File: src/rtl/load_store_unit.sv
// Load/store unit: single-outstanding master on the memory request bus with alignment
// pre-check, fixed-latency response sampling, code checking and load-data extension.
module load_store_unit #(
    parameter int RESP_LATENCY = 1,
    parameter int ADDR_W       = 32,
    parameter int WORD_W       = 32,
    parameter int MEM_COUNT_W  = 3,
    parameter int MEM_CODE_W   = 3
) (
    input  logic                   clk,
    input  logic                   aresetn,
    input  logic                   i_op_valid,
    output logic                   o_op_ready,
    input  logic                   i_op_wr_en,
    input  logic [MEM_COUNT_W-1:0] i_op_count,
    input  logic                   i_op_signed,
    input  logic [ADDR_W-1:0]      i_op_addr,
    input  logic [WORD_W-1:0]      i_op_wr_data,
    output logic [ADDR_W-1:0]      o_req_addr,
    output logic [WORD_W-1:0]      o_req_wr_data,
    output logic                   o_req_wr_en,
    output logic [MEM_COUNT_W-1:0] o_req_count,
    input  logic [WORD_W-1:0]      i_res_rd_data,
    input  logic [MEM_CODE_W-1:0]  i_res_code,
    output logic                   o_done_valid,
    input  logic                   i_done_ready,
    output logic [WORD_W-1:0]      o_done_rd_data,
    output logic [MEM_CODE_W-1:0]  o_done_code,
    output logic                   o_done_err
);

    localparam logic [MEM_COUNT_W-1:0] MEM_COUNT_NONE = MEM_COUNT_W'(0);
    localparam logic [MEM_COUNT_W-1:0] MEM_COUNT_BYTE = MEM_COUNT_W'(1);
    localparam logic [MEM_COUNT_W-1:0] MEM_COUNT_HALF = MEM_COUNT_W'(2);
    localparam logic [MEM_COUNT_W-1:0] MEM_COUNT_WORD = MEM_COUNT_W'(4);

    localparam logic [MEM_CODE_W-1:0] MEM_CODE_INVALID       = MEM_CODE_W'(0);
    localparam logic [MEM_CODE_W-1:0] MEM_CODE_READ          = MEM_CODE_W'(1);
    localparam logic [MEM_CODE_W-1:0] MEM_CODE_WRITE         = MEM_CODE_W'(2);
    localparam logic [MEM_CODE_W-1:0] MEM_CODE_MISALIGNED    = MEM_CODE_W'(3);
    localparam logic [MEM_CODE_W-1:0] MEM_CODE_OUT_OF_BOUNDS = MEM_CODE_W'(4);

    localparam int LAT_W = 4;

    typedef enum logic [1:0] {
        ST_IDLE = 2'd0,
        ST_REQ  = 2'd1,
        ST_WAIT = 2'd2,
        ST_DONE = 2'd3
    } state_t;

    state_t                   state_r, state_next_s;
    logic                     op_wr_en_r;
    logic [MEM_COUNT_W-1:0]   op_count_r;
    logic                     op_signed_r;
    logic [LAT_W-1:0]         lat_cnt_r;
    logic [ADDR_W-1:0]        req_addr_r;
    logic [WORD_W-1:0]        req_wr_data_r;
    logic                     req_wr_en_r;
    logic [MEM_COUNT_W-1:0]   req_count_r;
    logic                     done_valid_r;
    logic [WORD_W-1:0]        done_rd_data_r;
    logic [MEM_CODE_W-1:0]    done_code_r;
    logic                     done_err_r;

    logic                     count_ok_s;
    logic                     misaligned_s;
    logic                     sample_s;
    logic [MEM_CODE_W-1:0]    res_code_s;
    logic                     res_err_s;
    logic [WORD_W-1:0]        res_data_s;

    // Non-matching codes other than the two pass-through faults collapse to INVALID.
    function automatic logic [MEM_CODE_W-1:0] resolve_code(input logic                  wr_en,
                                                           input logic [MEM_CODE_W-1:0] code);
        logic [MEM_CODE_W-1:0] expected;
        logic [MEM_CODE_W-1:0] result;
        expected = wr_en ? MEM_CODE_WRITE : MEM_CODE_READ;
        if (code == expected) begin
            result = code;
        end else if ((code == MEM_CODE_MISALIGNED) || (code == MEM_CODE_OUT_OF_BOUNDS)) begin
            result = code;
        end else begin
            result = MEM_CODE_INVALID;
        end
        return result;
    endfunction

    function automatic logic [WORD_W-1:0] extend_load(input logic [MEM_COUNT_W-1:0] count,
                                                      input logic                   sgn,
                                                      input logic [WORD_W-1:0]      data);
        logic [WORD_W-1:0] result;
        case (count)
            MEM_COUNT_BYTE: result = {{(WORD_W-8){sgn & data[7]}}, data[7:0]};
            MEM_COUNT_HALF: result = {{(WORD_W-16){sgn & data[15]}}, data[15:0]};
            default:        result = data;
        endcase
        return result;
    endfunction

    // Classify the offered op: legal size, and alignment for that size.
    always_comb begin
        count_ok_s   = 1'b0;
        misaligned_s = 1'b0;
        case (i_op_count)
            MEM_COUNT_BYTE: count_ok_s = 1'b1;
            MEM_COUNT_HALF: begin
                count_ok_s   = 1'b1;
                misaligned_s = i_op_addr[0];
            end
            MEM_COUNT_WORD: begin
                count_ok_s   = 1'b1;
                misaligned_s = (i_op_addr[1:0] != 2'b00);
            end
            default: count_ok_s = 1'b0;
        endcase
    end

    // Resolve the response that would be captured in the sample cycle.
    always_comb begin
        sample_s   = (state_r == ST_WAIT) && (lat_cnt_r == {LAT_W{1'b0}});
        res_code_s = resolve_code(op_wr_en_r, i_res_code);
        res_err_s  = (res_code_s != (op_wr_en_r ? MEM_CODE_WRITE : MEM_CODE_READ));
        if (res_err_s || op_wr_en_r) begin
            res_data_s = {WORD_W{1'b0}};
        end else begin
            res_data_s = extend_load(op_count_r, op_signed_r, i_res_rd_data);
        end
    end

    // State register.
    always_ff @(posedge clk or negedge aresetn) begin
        if (!aresetn) begin
            state_r <= ST_IDLE;
        end else begin
            state_r <= state_next_s;
        end
    end

    // Next-state logic.
    always_comb begin
        state_next_s = state_r;
        case (state_r)
            ST_IDLE: begin
                if (i_op_valid) begin
                    state_next_s = (count_ok_s && !misaligned_s) ? ST_REQ : ST_DONE;
                end else begin
                    state_next_s = ST_IDLE;
                end
            end
            ST_REQ:  state_next_s = ST_WAIT;
            ST_WAIT: state_next_s = sample_s ? ST_DONE : ST_WAIT;
            ST_DONE: state_next_s = i_done_ready ? ST_IDLE : ST_DONE;
            default: state_next_s = ST_IDLE;
        endcase
    end

    // Ready depends on state alone so execute never sees a loop through i_op_valid.
    always_comb begin
        o_op_ready = (state_r == ST_IDLE);
    end

    // Op latch, one-cycle request pulse, latency counter and result registers.
    always_ff @(posedge clk or negedge aresetn) begin
        if (!aresetn) begin
            op_wr_en_r     <= 1'b0;
            op_count_r     <= MEM_COUNT_NONE;
            op_signed_r    <= 1'b0;
            lat_cnt_r      <= {LAT_W{1'b0}};
            req_addr_r     <= {ADDR_W{1'b0}};
            req_wr_data_r  <= {WORD_W{1'b0}};
            req_wr_en_r    <= 1'b0;
            req_count_r    <= MEM_COUNT_NONE;
            done_valid_r   <= 1'b0;
            done_rd_data_r <= {WORD_W{1'b0}};
            done_code_r    <= MEM_CODE_INVALID;
            done_err_r     <= 1'b0;
        end else begin
            case (state_r)
                ST_IDLE: begin
                    if (i_op_valid) begin
                        op_wr_en_r  <= i_op_wr_en;
                        op_count_r  <= i_op_count;
                        op_signed_r <= i_op_signed;
                        if (count_ok_s && !misaligned_s) begin
                            req_addr_r    <= i_op_addr;
                            req_wr_data_r <= i_op_wr_data;
                            req_wr_en_r   <= i_op_wr_en;
                            req_count_r   <= i_op_count;
                        end else begin
                            done_valid_r   <= 1'b1;
                            done_rd_data_r <= {WORD_W{1'b0}};
                            done_code_r    <= count_ok_s ? MEM_CODE_MISALIGNED : MEM_CODE_INVALID;
                            done_err_r     <= 1'b1;
                        end
                    end
                end
                ST_REQ: begin
                    req_addr_r    <= {ADDR_W{1'b0}};
                    req_wr_data_r <= {WORD_W{1'b0}};
                    req_wr_en_r   <= 1'b0;
                    req_count_r   <= MEM_COUNT_NONE;
                    lat_cnt_r     <= LAT_W'(RESP_LATENCY - 1);
                end
                ST_WAIT: begin
                    if (sample_s) begin
                        done_valid_r   <= 1'b1;
                        done_rd_data_r <= res_data_s;
                        done_code_r    <= res_code_s;
                        done_err_r     <= res_err_s;
                    end else begin
                        lat_cnt_r <= lat_cnt_r - {{(LAT_W-1){1'b0}}, 1'b1};
                    end
                end
                ST_DONE: begin
                    if (i_done_ready) begin
                        done_valid_r <= 1'b0;
                    end
                end
                default: begin
                    done_valid_r <= 1'b0;
                end
            endcase
        end
    end

    assign o_req_addr     = req_addr_r;
    assign o_req_wr_data  = req_wr_data_r;
    assign o_req_wr_en    = req_wr_en_r;
    assign o_req_count    = req_count_r;
    assign o_done_valid   = done_valid_r;
    assign o_done_rd_data = done_rd_data_r;
    assign o_done_code    = done_code_r;
    assign o_done_err     = done_err_r;

endmodule

File: config.mk
export PLATFORM = sky130hd
export DESIGN_NAME = load_store_unit
export DESIGN_NICKNAME = d
export VERILOG_FILES = /design/src/rtl/load_store_unit.sv
export SDC_FILE = /design/constraint.sdc
export NUM_CORES = 1
export LEC_CHECK = 0
export ABC_AREA = 1
export CORE_MARGIN = 8
export CORE_UTILIZATION = 43
export DETAILED_ROUTE_END_ITERATION = 7
export PLACE_DENSITY = 0.8
export SLEW_MARGIN = 25
export SYNTH_ARGS = -nofsm -noshare
export SYNTH_HDL_FRONTEND = slang
export SYNTH_SLANG_ARGS = --single-unit
File: constraint.sdc
create_clock -name clk -period 2.14 [get_ports clk]
set_clock_uncertainty 0.15 [all_clocks]
set_input_delay 0.321 -clock clk [delete_from_list [all_inputs] [get_ports clk]]
set_output_delay 0.321 -clock clk [all_outputs]
set_load 0.05 [all_outputs]
After elaboration in Yosys (flattened, before gate mapping)
Cells that the tools add are included.
W data, S select, Z words.
- $add $sub $neg: 1
- eq/ne operators: 18
- muxes and demuxes: 42
- bitwise logic cells: 2
- reductions and logical operators: 18
- operators with widths (cell ; number):
    $mux W32 ; 8
    $pmux W32 S2 ; 4
    $mux W3 ; 7
    $pmux W3 S2 ; 2
    $mux W2 ; 5
    $ne A2 B2 Y1 const B ; 5
    $eq A3 B2 Y1 const B ; 3
    $mux W1 ; 9
    $pmux W2 S4 ; 1
    $pmux W4 S2 ; 1
    $reduce_bool A2 Y1 ; 4
    $eq A3 B1 Y1 const B ; 2
    $eq A3 B3 Y1 const B ; 2
    $pmux W1 S2 ; 3
    $reduce_and A5 Y1 ; 1
    $eq A2 B2 Y1 const B ; 2
    $logic_not A4 Y1 ; 1
    $mux W4 ; 1
    $reduce_and A2 Y1 ; 2
    $reduce_and A4 Y1 ; 1
    $sub A4 B1 Y4 const B ; 1
    $eq A3 B3 Y1 ; 1
    $ne A3 B2 Y1 ; 1
    $pmux W1 S3 ; 1
    10 further kinds ; 13
- register bits after elaboration: 116
- logic and storage cells: 94

Logic depth before layout (Yosys ltp)
Gate-level depths: netlist of the first run.
- word-level depth: 9
- gate-level depth with buffers: 11
- gate-level depth less buffers: 10

Least setup slack after synthesis of the first run
OpenSTA, ideal clock, no wires.
- path type: register -> register
- from: reg state_r[1]
- to: reg done_rd_data_r[11] (netlist: o_done_rd_data[11])
- data arrival time: 1773 ps
- required time: 1872 ps
- path slack: 99 ps
- stages on the path, launching flop included: 9
- cell sequence: dfrtp_1 -> nor2_2 -> nand2_2 -> inv_1 -> nand2_1 -> buf_4 -> buf_4 -> nand3_1 -> nand2_1
- elaborated cells between the ends (all ways): 9
- RTL lines (what ; RTL line ; text):
    start, declared ; 52 ; state_t state_r, state_next_s;
    start signal, assigned ; 136 ; state_r <= state_next_s;
    $logic_not A2 Y1 (*) ; - ;
    net o_op_ready ; 13 ; output logic o_op_ready,
    $ne A2 B2 Y1 (no line) or $reduce_bool A2 Y1 (tied branches) ; - ;
    $reduce_and A4 Y1 (no line) ; - ;
    end signal, assigned ; 175 ; done_rd_data_r <= {WORD_W{1'b0}};
    end signal, assigned ; 192 ; done_rd_data_r <= {WORD_W{1'b0}};
    end signal, assigned ; 208 ; done_rd_data_r <= res_data_s;
    end, declared ; 62 ; logic [WORD_W-1:0] done_rd_data_r;
The timed path passes the listed nets; every way through them passes the cells marked *.
A chain may end at the register's enable or synchronous reset.

Final worst setup path of the first run
- from: reg req_addr_r[7] (netlist: o_req_addr[7])
- to: out o_req_addr[7]
- RTL lines (what ; RTL line ; text):
    start, declared ; 57 ; logic [ADDR_W-1:0] req_addr_r;
    start signal, assigned ; 170 ; req_addr_r <= {ADDR_W{1'b0}};
    start signal, assigned ; 186 ; req_addr_r <= i_op_addr;
    start signal, assigned ; 199 ; req_addr_r <= {ADDR_W{1'b0}};
    end, declared ; 19 ; output logic [ADDR_W-1:0] o_req_addr,
No word-level cell between the ends.

==> results list, run 1 <==
- The number of cells on the worst reg-to-reg path is 9.
- Final Hold Vio Count: 0
* Type of the most critical hold path: in -> reg
- The final layout contains about 970 nets.
- Library cells used by synthesis: 22
- Met1 usage: 0.231
* Core region area: around 12,000 um2
- DRC violation count after routing: 0
* Clock slew seen by the registers of the worst setup and hold paths: around 0.050 ns
- Fin Hold WS: 0.312 ns
* Final weighted congestion of routability-driven global placement: roughly 0.84
- Horizontal die dimension: about 130 um
* Synthesized flop and latch total: ~120
- The worst setup path is captured at a primary output.
- Before CTS, the worst setup slack after placement is -0.0422 ns.
- For this run, global-route usage on met2 was measured as 0.355.
- The number of global-route vias before repair came to approximately 5,500.
* Category of cells accounting for the largest share of critical-path delay: buffers and inverters
- Derived from the worst setup path, the maximum achievable clock frequency is 482 MHz.
- Post-CTS timing repair inserted 0 buffers for setup.
* Routed length per instance: approximately 16 um
- Using the TritonRoute via totals, the vias-per-cell ratio works out to 5.06.
* Number of buffers inserted during clock tree synthesis: 17
- For this run, the register share of the synthesized area comes to 0.557.
- Post-Synthesis Mean Instance Area: a little over 8 um2
* VDD IR max: 658 uV
- Max stage delay on crit path: slightly above 0.8 ns
- Placed wire-length estimate: around 12 mm
- The number of antenna diodes in the final layout is 0.
- The mapped netlist covers roughly 5200 um2.
- Wires add up to 16.8 mm.
- Number of nets with antenna violations after routing: 0
* Count of buffer and inverter cells on the critical path: 1
- Fraction of layout instances using a drive strength above 1: 0.0741
- The initial antenna violation count was 0.
* Fillers: between 900 and 1,000
- In this run the tool buffered the top-level ports with roughly 210 buffer cells.
- The final-report max-slew violation count came to 0.
- Total of warnings raised by yosys: 0
* Max Root-Sink Buffers: 2
- The worst path needs about 2.1 ns of the cycle, external delays included.
- Mapped Nets: 757
* Cell count after synthesis: ~650
- met2 is the most crowded layer.
- Library cell used as clock root buffer: clkbuf_16
* Worst-Margin Slew: 0.586 ns
* Critical setup path kind: reg -> out
* Maximum level of the CTS H-tree: 4
- ~210 I/O pins were placed.
- Critical Path Stages: 1
- Number of iterations in the first detailed-routing pass: 4
* Cell Chain, Critical Path: clkdlybuf4s50_1
* Static leakage: about 4.2 nW
- The clock drives 116 sinks.
- Critical path launch point type: flip-flop
- The initial utilization of the core area, before any placement, comes to 0.437.
* RSZ-0062 raised after global routing: false
* First-pass GRT wire length: between 20 and 30 mm
- Max-cap viol count: 0
* Master of the slowest instance on the critical path: clkdlybuf4s50_1
- CTS tree: done
- Critical Path Fanout Max: 2
* Share of the clock period used by the worst path: 0.969
* Largest net degree at the start of global routing: 48
* Depth of the worst hold-timing path: 3
- Setup Viol. Count Final: 0
- Total congestion overflow after global routing: 0
- The final route contains approximately 5,200 vias.
- Relative to the synthesized area, the layout overhead comes to 56.5%.
* Met3 Use GR: 0.106
- The floorplan has 40 rows.
* Headroom to the max-slew limit: 0.610
* Required time at the worst-slack endpoint: 1.67 ns
* Area of the die: 15,900 um2
* Result of the run: completed
- Across every metal layer, demand over resource in global routing totals 0.213.
* Worst skew pair latency: roughly 0.40 ns
- Arrival time at the worst endpoint: about 1.6 ns
* Height of the die: ~130 um
- Drt initial violations: 372
- Across all setup checks in the final design, the least slack found is 0.0666 ns.
- Pwr/cell area: 1280 nW/um2
[worst paths after layout]
| path | from | to | slack (ns) |
|---|---|---|---|
| min | i_op_wr_data[13] | o_req_wr_data[13]$_DFFE_PN0P_ | 0.31 |
| min reg2reg | lat_cnt_r[3]$_DFFE_PN0P_ | lat_cnt_r[3]$_DFFE_PN0P_ | 0.33 |
| max | o_req_addr[7]$_DFFE_PN0P_ | o_req_addr[7] | 0.07 |
| max reg2reg | op_count_r[2]$_DFFE_PN0P_ | o_done_rd_data[26]$_DFFE_PN0P_ | 0.34 |
| max in group asynchronous | aresetn | o_req_addr[25]$_DFFE_PN0P_ | 0.89 |
| min in group asynchronous | aresetn | op_count_r[1]$_DFFE_PN0P_ | 0.33 |
[cells in the final DEF, fill, tap and decap left out, types with 5 or more instances in the layout]
cell type and count:
nor2_1 39, nand2_2 5, clkdlybuf4s50_1 209, buf_4 17, inv_1 38, o21ai_0 12, dfrtp_1 116, buf_12 6
nand2_1 257, clkbuf_16 17, a21oi_1 10, nand3_1 116
[worst register-to-register path, cell delays in order (launching register included)]
cell and delay, ns:
dfrtp_1 0.41, nor2_2 0.18, nand2_2 0.17, nand2_2 0.18
nand3_1 0.15, buf_4 0.21, nand2_1 0.07, nor2_1 0.04
nand2_1 0.09, nand2_1 0.05
[cells in the mapped netlist]
| master | n | area [um2] |
|---|---|---|
| ha_1 | 2 | 25.0 |
| a21oi_1 | 10 | 50.1 |
| buf_6 | 2 | 22.5 |
| nand4_1 | 2 | 12.5 |
| nand3b_1 | 1 | 7.51 |
| inv_1 | 38 | 143 |
| o211ai_1 | 4 | 30.0 |
| nand2_2 | 5 | 31.3 |
| o21ai_0 | 12 | 60.1 |
| nand3b_2 | 1 | 11.3 |
| nand2_1 | 257 | 965 |
| nand3_1 | 116 | 581 |
| clkbuf_1 | 9 | 33.8 |
| nor2_2 | 3 | 18.8 |
| dfrtp_1 | 116 | 2900 |
| nor4_1 | 1 | 6.26 |
| buf_1 | 6 | 22.5 |
| nand4_2 | 2 | 25.0 |
| nor2_1 | 39 | 146 |
| buf_2 | 13 | 65.1 |
| buf_4 | 6 | 45.0 |
| inv_2 | 2 | 7.51 |
[logic make-up (layout without fill, tap and decap cells)]
group,Yosys count,count (layout),synth area share
simple gates,427,427,0.346
flops,116,116,0.557
buf+inv,76,306,0.0651
compound gates,26,26,0.0269
fa+ha+maj,2,2,0.00480
[flip-flops by register name, summed over array words and instances, names as in the netlist]
register and count:
lat_cnt_r 4, o_done_code 3, o_done_err 1, o_done_rd_data 32, o_done_valid 1, o_req_addr 32
o_req_count 3, o_req_wr_data 32, o_req_wr_en 1, op_count_r 3, op_signed_r 1, op_wr_en_r 1
state_r 2
[where the power goes]
group	switching (W)	internal (W)	total (W)	leakage, nW
Clock	0.000973	0.00180	0.00277	0.279
Sequential	0.000329	0.00271	0.00304	1.58
Combinational	0.00319	0.00147	0.00466	2.33
[final cells by class]
| type | instances | area, um2 | area share |
|---|---|---|---|
| clock buffer | 23 | 478 | 0.0586 |
| inverter | 40 | 150 | 0.0184 |
| multi-input combinational | 455 | 1970 | 0.242 |
| sequential | 116 | 2900 | 0.356 |
| timing repair buffer | 234 | 2360 | 0.290 |
| tap | 147 | 184 | 0.0226 |
| clock inverter | 9 | 103 | 0.0126 |
[per-stage QoR]
step,area [um2],TNS [ns],power [W],utilization,instances
floorplan,5210,0,0.00597,-,647
global placement,7560,0,0.00761,0.635,991
detailed placement,7560,-0.396,0.00772,0.635,991
CTS,8150,0,0.0105,0.684,1024
global route,8150,0,0.0110,0.685,1024
finish,8150,0,0.0105,0.685,1024
[routing by layer]
metal / up-vias / wire length (um)
met2: 234 / 8290
li1: 2488 / -
met4: 0 / 294
met5: - / 0
met3: 21 / 1940
met1: 2434 / 6300
[timing repair]
item                                    in CTS  in global routing
endpoints found under the hold margin       39                  0
resized for setup                            0                  1
endpoints found under the setup margin       0                  1
hold buffers                                 1                  0
Note: power is estimated with default switching activity, not from simulation.
==> run 2, diff against run 1 <==
HOLD_SLACK_MARGIN = 0.03   (was default)
==> results of run 2 <==
No change in the layout: final DEF, timing and power equal those of run 1.
